### src/rtl/p2s_pkg.sv
// Shared definitions for the parallel-to-serial shifter and its receive-side deserializer.
//   P2S_WIDTH  : default word width used by both ends of the serial link.
//   rx_state_t : receiver FSM states (IDLE waiting for start, SHIFT collecting bits).
package p2s_pkg;

  localparam int unsigned P2S_WIDTH = 8;

  typedef enum logic [0:0] {
    IDLE  = 1'b0,
    SHIFT = 1'b1
  } rx_state_t;

endpackage

### src/rtl/rx_bit_counter.sv
// Bit-position counter for the serial receiver.
//   clk_i   : rising-edge clock
//   rst_ni  : synchronous active-low reset, clears the count to 0
//   load1_i : load the count with 1 (bit 0 of a frame was just captured)
//   inc_i   : advance the count by one; saturates at WIDTH-1
//   count_o : current bit position
//   last_o  : count_o == WIDTH-1, the next captured bit completes the word
module rx_bit_counter #(
  parameter int unsigned WIDTH = 8
) (
  input  logic                     clk_i,
  input  logic                     rst_ni,
  input  logic                     load1_i,
  input  logic                     inc_i,
  output logic [$clog2(WIDTH)-1:0] count_o,
  output logic                     last_o
);

  localparam int unsigned CntW = $clog2(WIDTH);
  localparam logic [CntW-1:0] CntLast = CntW'(WIDTH - 1);
  localparam logic [CntW-1:0] CntOne  = CntW'(1);

  logic [CntW-1:0] count_d, count_q;

  assign last_o  = (count_q == CntLast);
  assign count_o = count_q;

  always_comb begin
    count_d = count_q;
    if (load1_i) begin
      count_d = CntOne;
    end else if (inc_i && !last_o) begin
      count_d = count_q + CntOne;
    end
  end

  always_ff @(posedge clk_i) begin
    if (!rst_ni) begin
      count_q <= '0;
    end else begin
      count_q <= count_d;
    end
  end

endmodule

### src/rtl/serial_to_parallel_rx.sv
// Receive-side deserializer: rebuilds an LSB-first serial stream into WIDTH-bit words and
// presents them on a valid/ready port backed by a single holding register.
//   clk_i       : rising-edge clock
//   rst_ni      : synchronous active-low reset
//   serial_in_i : serial data, LSB first
//   start_i     : high in the same cycle as bit 0 of a frame
//   out_data_o  : assembled word (bit 0 = first received bit)
//   out_valid_o : out_data_o holds an unconsumed word
//   out_ready_i : consumer accepts the word when out_valid_o && out_ready_i
//   busy_o      : frame in progress
//   frame_err_o : one-cycle pulse, frame aborted by an early start
//   overrun_o   : one-cycle pulse, completed word dropped because the holding register was full
module serial_to_parallel_rx
  import p2s_pkg::*;
#(
  parameter int unsigned WIDTH = P2S_WIDTH
) (
  input  logic             clk_i,
  input  logic             rst_ni,
  input  logic             serial_in_i,
  input  logic             start_i,
  output logic [WIDTH-1:0] out_data_o,
  output logic             out_valid_o,
  input  logic             out_ready_i,
  output logic             busy_o,
  output logic             frame_err_o,
  output logic             overrun_o
);

  localparam int unsigned CntW = $clog2(WIDTH);

  rx_state_t        state_d, state_q;
  logic [WIDTH-1:0] shreg_d, shreg_q;
  logic [WIDTH-1:0] data_d, data_q;
  logic             valid_d, valid_q;
  logic             frame_err_d, frame_err_q;
  logic             overrun_d, overrun_q;

  logic             cnt_load1, cnt_inc, cnt_last;
  logic [CntW-1:0]  cnt;
  logic             complete;
  logic [WIDTH-1:0] word;

  rx_bit_counter #(
    .WIDTH (WIDTH)
  ) u_bit_counter (
    .clk_i   (clk_i),
    .rst_ni  (rst_ni),
    .load1_i (cnt_load1),
    .inc_i   (cnt_inc),
    .count_o (cnt),
    .last_o  (cnt_last)
  );

  // The final bit bypasses the shift register and lands directly in the holding register.
  assign word = {serial_in_i, shreg_q[WIDTH-2:0]};

  always_comb begin
    state_d     = state_q;
    shreg_d     = shreg_q;
    data_d      = data_q;
    valid_d     = valid_q;
    frame_err_d = 1'b0;
    overrun_d   = 1'b0;
    cnt_load1   = 1'b0;
    cnt_inc     = 1'b0;
    complete    = 1'b0;

    unique case (state_q)
      IDLE: begin
        if (start_i) begin
          shreg_d[0] = serial_in_i;
          cnt_load1  = 1'b1;
          state_d    = SHIFT;
        end
      end
      SHIFT: begin
        if (start_i) begin
          // Early start wins even on the completing bit: the old frame is discarded and this
          // cycle's bit begins the new one.
          frame_err_d = 1'b1;
          shreg_d[0]  = serial_in_i;
          cnt_load1   = 1'b1;
        end else begin
          shreg_d[cnt] = serial_in_i;
          if (cnt_last) begin
            complete = 1'b1;
            state_d  = IDLE;
          end else begin
            cnt_inc = 1'b1;
          end
        end
      end
      default: state_d = IDLE;
    endcase

    if (complete) begin
      if (!valid_q || out_ready_i) begin
        data_d  = word;
        valid_d = 1'b1;
      end else begin
        overrun_d = 1'b1;
      end
    end else if (valid_q && out_ready_i) begin
      valid_d = 1'b0;
    end
  end

  always_ff @(posedge clk_i) begin
    if (!rst_ni) begin
      state_q     <= IDLE;
      shreg_q     <= '0;
      data_q      <= '0;
      valid_q     <= 1'b0;
      frame_err_q <= 1'b0;
      overrun_q   <= 1'b0;
    end else begin
      state_q     <= state_d;
      shreg_q     <= shreg_d;
      data_q      <= data_d;
      valid_q     <= valid_d;
      frame_err_q <= frame_err_d;
      overrun_q   <= overrun_d;
    end
  end

  assign out_data_o  = data_q;
  assign out_valid_o = valid_q;
  assign busy_o      = (state_q == SHIFT);
  assign frame_err_o = frame_err_q;
  assign overrun_o   = overrun_q;

endmodule

### config.mk
export PLATFORM = sky130hd
export DESIGN_NAME = serial_to_parallel_rx
export DESIGN_NICKNAME = d
export VERILOG_FILES = /design/src/rtl/p2s_pkg.sv /design/src/rtl/rx_bit_counter.sv /design/src/rtl/serial_to_parallel_rx.sv
export SDC_FILE = /design/constraint.sdc
export NUM_CORES = 1
export LEC_CHECK = 0
export CORE_MARGIN = 4
export CORE_UTILIZATION = 40
export DETAILED_ROUTE_END_ITERATION = 10
export PLACE_DENSITY_LB_ADDON = 0.25
export REMOVE_ABC_BUFFERS = 1
export SLEW_MARGIN = 0
export SYNTH_ARGS = -nofsm -noshare
export SYNTH_HDL_FRONTEND = slang
export SYNTH_SLANG_ARGS = --single-unit
export TNS_END_PERCENT = 1
### constraint.sdc
create_clock -name clk_i -period 1.7 [get_ports clk_i]
set_clock_uncertainty 0.2 [all_clocks]
set_input_delay 0.34 -clock clk_i [delete_from_list [all_inputs] [get_ports clk_i]]
set_output_delay 0.34 -clock clk_i [all_outputs]
set_load 0.03 [all_outputs]
* Yosys cells after proc, flatten, opt, wreduce, memory -nomap -nowiden
Index checks and enable logic that the tools add are counted.
Widths: inputs -> output; s select.
** Cells by class
- Muxes and demuxes :: 21
- Bitwise gates (word level) :: 3
- Shifts and indexed selects :: 0
- Divide/modulo/power cells :: 0
- Add/sub/neg operators :: 1
- $lt $le $gt $ge :: 2
- Equality and inequality tests :: 3
- Multipliers :: 0
- Reductions and logical operators :: 14
** Operators with widths (count)
- $mux 1 :: 17
- $reduce_and 2->1 :: 5
- $bwmux 8 :: 1
- $lt 3x4->1 const B :: 1
- $pmux 1 s2 :: 2
- $reduce_bool 2->1 :: 2
- $add 3x1->3 const B :: 1
- $demux 1 s3 :: 1
- $eq 3x3->1 const B :: 1
- $ge 3x1->1 const B :: 1
- $logic_and 1x1->1 :: 3
- $not 1->1 :: 3
- $logic_not 1->1 :: 2
- $ne 2x1->1 const B :: 1
- $ne 2x2->1 const B :: 1
- $reduce_or 2->1 :: 1
- $logic_or 1x1->1 :: 1
** Storage, ports and cells
- Bits in latches :: 0
- Output and inout port bits :: 12
- Memory bits (writable) :: 0
- Register bits :: 23
- Input bits :: 5
- Logic and storage cells :: 53
- ROM bits :: 0
- Memories :: 0

* Depth between registers and ports, before layout
- Word-level depth :: 7
- Gate-level depth with buffers :: 5
- Mapped depth without buffers :: 5

* Modules after synthesis
Synthesis repeated with hierarchy kept, for this count alone.
** Unflattened totals
- Cell total of the unflattened synthesis :: 86
- Area, all modules :: 930.9 sq um
** Modules (own cells, without submodules)
- serial_to_parallel_rx :: cells each 73, times used 1, area each 782.0 sq um
- rx_bit_counter :: cells each 13, times used 1, area each 148.9 sq um

* Least setup slack after synthesis
Ideal clock, no wire load.
- Path type :: reg-to-reg
- Start :: register u_bit_counter.count_q[1], in the netlist u_bit_counter.count_o[1]
- End :: register data_q[7], in the netlist out_data_o[7]
- Cell stages (with the launch flop) :: 6
- Arrival time :: 1.380 ns
- Data required time :: 1.428 ns
- Path buffers :: 0
- Period minus slack after synthesis :: 1.652 ns
- Slack :: 0.048 ns
- Path through :: dfxtp_1 -> ha_1 -> ha_1 -> nand3b_4 -> nor2_4 -> mux2i_1
** On the way
- Word-level cells in the longest chain between the ends :: 5
** Ends and longest elaborated chain
- start, declared :: line rx_bit_counter.sv:23 : logic [CntW-1:0] count_d, count_q;
- start signal, assigned :: line rx_bit_counter.sv:41 : count_q <= count_d;
- $eq 3x3->1 :: line rx_bit_counter.sv:25 : assign last_o = (count_q == CntLast);
- $mux 1 :: line serial_to_parallel_rx.sv:86 : if (cnt_last) begin
- $mux 1 :: line serial_to_parallel_rx.sv:78 : if (start_i) begin
- $mux 1 :: line serial_to_parallel_rx.sv:69 : unique case (state_q)
- $reduce_and 2->1 (no line)
- end signal, assigned :: line serial_to_parallel_rx.sv:120 : data_q <= data_d;
- end, declared :: line serial_to_parallel_rx.sv:34 : logic [WIDTH-1:0] data_d, data_q;
No other way between the ends.
A chain may end at the register's enable or synchronous reset.

* Final worst setup path
- Start :: register data_q[1], in the netlist out_data_o[1]
- End :: output out_data_o[1]
** RTL lines
- end, declared :: line serial_to_parallel_rx.sv:22 : output logic [WIDTH-1:0] out_data_o,
No word-level cell between the ends.

==> impl_metrics.tcl <==
set metrics [dict create \
    cp_max_fo 2 \
    grt_util_all_layers 0.09947 \
    cp_slowest_stage_delay_ps 400 \
    start_util 0.4418 \
    place_inst 135 \
    synth_compound_area_frac 0.01664 \
    grt_pass1_wl_um 2559 \
    core_area_mm2 0.002042 \
    yosys_warnings 0 \
    power_mw 0.9900 \
    vias 652 \
    cp_top_family "buffers and inverters" \
    syn_area_um2 902.1 \
    cts_tree "built" \
    rsz0062_at_grt "no" \
    synth_top_family_by_area "simple AND/OR/NAND/NOR gates" \
    n_antenna_cell 0 \
    synth_cell_type_count 19 \
    hold_viol 0 \
    yosys.area.top_type "dfxtp_1" \
    synth_edf_count 0 \
    critPathBufInv 1 \
    drv_slew 0 \
    synth.area.top_cells "dfxtp_1 (49%), mux2i_1 (19%), nand2_1 (7.1%), nor3b_2 (4.2%), ha_1 (2.8%)" \
    setup_viol 0 \
    synth-async-reset-ratio 0 \
    top_layer_used "met4" \
    grt_pass1_vias 617 \
    fin_area_mm2 0.001227 \
    routed-wl-met3_um 61 \
    wire_per_inst_um 10.71 \
    cts_inserted_buffers 3 \
    worstHoldPathType "flop to flop" \
    antenna_found_initial 0 \
    grt_overflow 0 \
    final.min_clock_period_ps 1578 \
    design.portCount 17 \
    drt_iter0_markers 1 \
    synthSimpleGateAreaFrac 0.2607 \
    yosysSeqAreaShare 0.4882 \
    ys_ff_latch 22 \
    drc 0 \
    fin_cells 139 \
    detail-route-antenna-nets 0 \
    dieWidth_um 55.49 \
    maxCapViolations 0 \
    required_ps 1160 \
    placed_area_mm2 0.001186 \
    drtPass1Iterations 2 \
    synth_fa_ha_area_frac 0.02774 \
    startpoint_type "flop" \
    hold_ws_ps 264.3 \
    cts_setup_buffers 0 \
    ir_drop_mv 0.5692 \
    synth_top_area_frac 0.4882 \
    synth.area.mux_share 0.1886 \
    clock-root-buffer "clkbuf_4" \
    slew_headroom 0.7952 \
    synth_area_per_cell_um2 10.74 \
    synth-xor-area-share 0.009709 \
    synth_cells 84 \
    synth_ff_type "dfxtp_1" \
    worstPathArrival_ps 1040 \
    area_growth_pct 36.06 \
    vias_per_cell 4.691 \
    postLayoutCoreUtil 0.6011 \
    htreeDepth 1 \
    timing.fmax_mhz 633.6 \
    die_y_um 55.49 \
    dpl.hpwl_um 1125 \
    cts_buffer_depth 2 \
    dr_wl_met2_um 682 \
    crit_path_top_delay_cell "dlygate4sd2_1" \
    finalNetCount 120 \
    grt_max_degree 22 \
    crit_path_end_kind "output pin" \
    clkLatencyLatePin_ps 290 \
    rows 16 \
    drive_gt1_frac 0.2054 \
    clk_pin_slew_ps 120 \
    status "finished clean" \
    place.gp.congestion 0.6958 \
    fillCellCount 192 \
    pwr_density_cell_mw_per_mm2 806.6 \
    cts_sinks 22 \
    leakage_nw 0.5466 \
    cp_cell_sequence "dlygate4sd2_1" \
    crit_type "flop to output pin" \
    die_area_mm2 0.003079 \
    min_period_over_period 0.9283 \
    io_buffer_count 16 \
    routed_wl_um 1488 \
    tightest_slew_ps 308.4 \
    wl_met1_um 735 \
]
-- routing by layer --
metal	up-vias	track usage
met5	-	0
met3	2	0.02564
li1	343	-
met1	296	0.1246
met4	0	0.03125
met2	11	0.1655
-- path summary, 6_finish.rpt --
check,slack (ps),to,from,cells after the start
worst max-delay path,120,out_data_o[1],out_data_o[1],1
worst min-delay path,260,out_data_o[1],out_data_o[1],2
worst max register to register,160,out_data_o[0],u_bit_counter.count_o[0],6
worst min register to register,260,out_data_o[1],out_data_o[1],2
-- cells in the mapped netlist (2+ instances only) --
master     n
dfxtp_1   22
clkbuf_1   2
nor2_1     4
nand2_1   17
nor3b_2    3
ha_1       2
nand3b_1   3
nor2b_1    3
o21a_1     2
mux2i_1   17
-- flip-flops by register name (all words and copies together) (netlist names) --
| signal | cells |
|---|---|
| out_valid_o | 1 |
| u_bit_counter.count_o | 3 |
| frame_err_o | 1 |
| overrun_o | 1 |
| busy_o | 1 |
| out_data_o | 8 |
| shreg_q | 7 |
-- cell families after synthesis --
| kind of cell | Yosys count |
|---|---|
| XOR/XNOR | 1 |
| buffers and inverters | 2 |
| AO/OA/AOI/OAI | 2 |
| multiplexers | 17 |
| flip-flops | 22 |
| AND/OR/NAND/NOR | 38 |
| adder cells (fa/ha/maj) | 2 |
-- stage by stage --
step,setup slack [ps],setup TNS (ps)
4_1_cts,103.3,0
3_5_place_dp,-116.7,-774.3
6_report,121.8,0
2_1_floorplan,47.99,0
3_3_place_gp,-74.35,-353.5
5_1_grt,36.59,0
-- report_power, final --
group	switching (mW)	leakage [nW]	internal, mW
combinational	0.0367	0.340	0.0390
clock	0.147	0.0279	0.238
sequential	0.00592	0.178	0.523
-- placed cells by master, fill, tap and decap left out, types with 2 or more instances in the layout --
cell / count
o21a_1: 2
nand3b_1: 3
nor2_1: 4
dlygate4sd2_1: 11
dfxtp_1: 22
nand2_1: 17
buf_4: 9
nor2b_1: 3
mux2i_1: 17
clkdlybuf4s50_1: 4
buf_12: 2
nor3b_2: 3
clkbuf_4: 3
-- cell type report --
class,count,area [µm²],area share
Timing Repair Buffer,26,244.0,0.1988
Clock buffer,3,22.52,0.01835
Clock inverter,1,30.03,0.02446
Tap cell,27,33.78,0.02752
Multi-Input combinational cell,60,456.7,0.3721
Sequential cell,22,440.4,0.3588
-- what timing repair did --
action                                  CTS  global route
gates resized for setup                  11             1
endpoints found under the setup margin   11             1
hold buffers                              0             0
(Power assumes the default switching activity.)
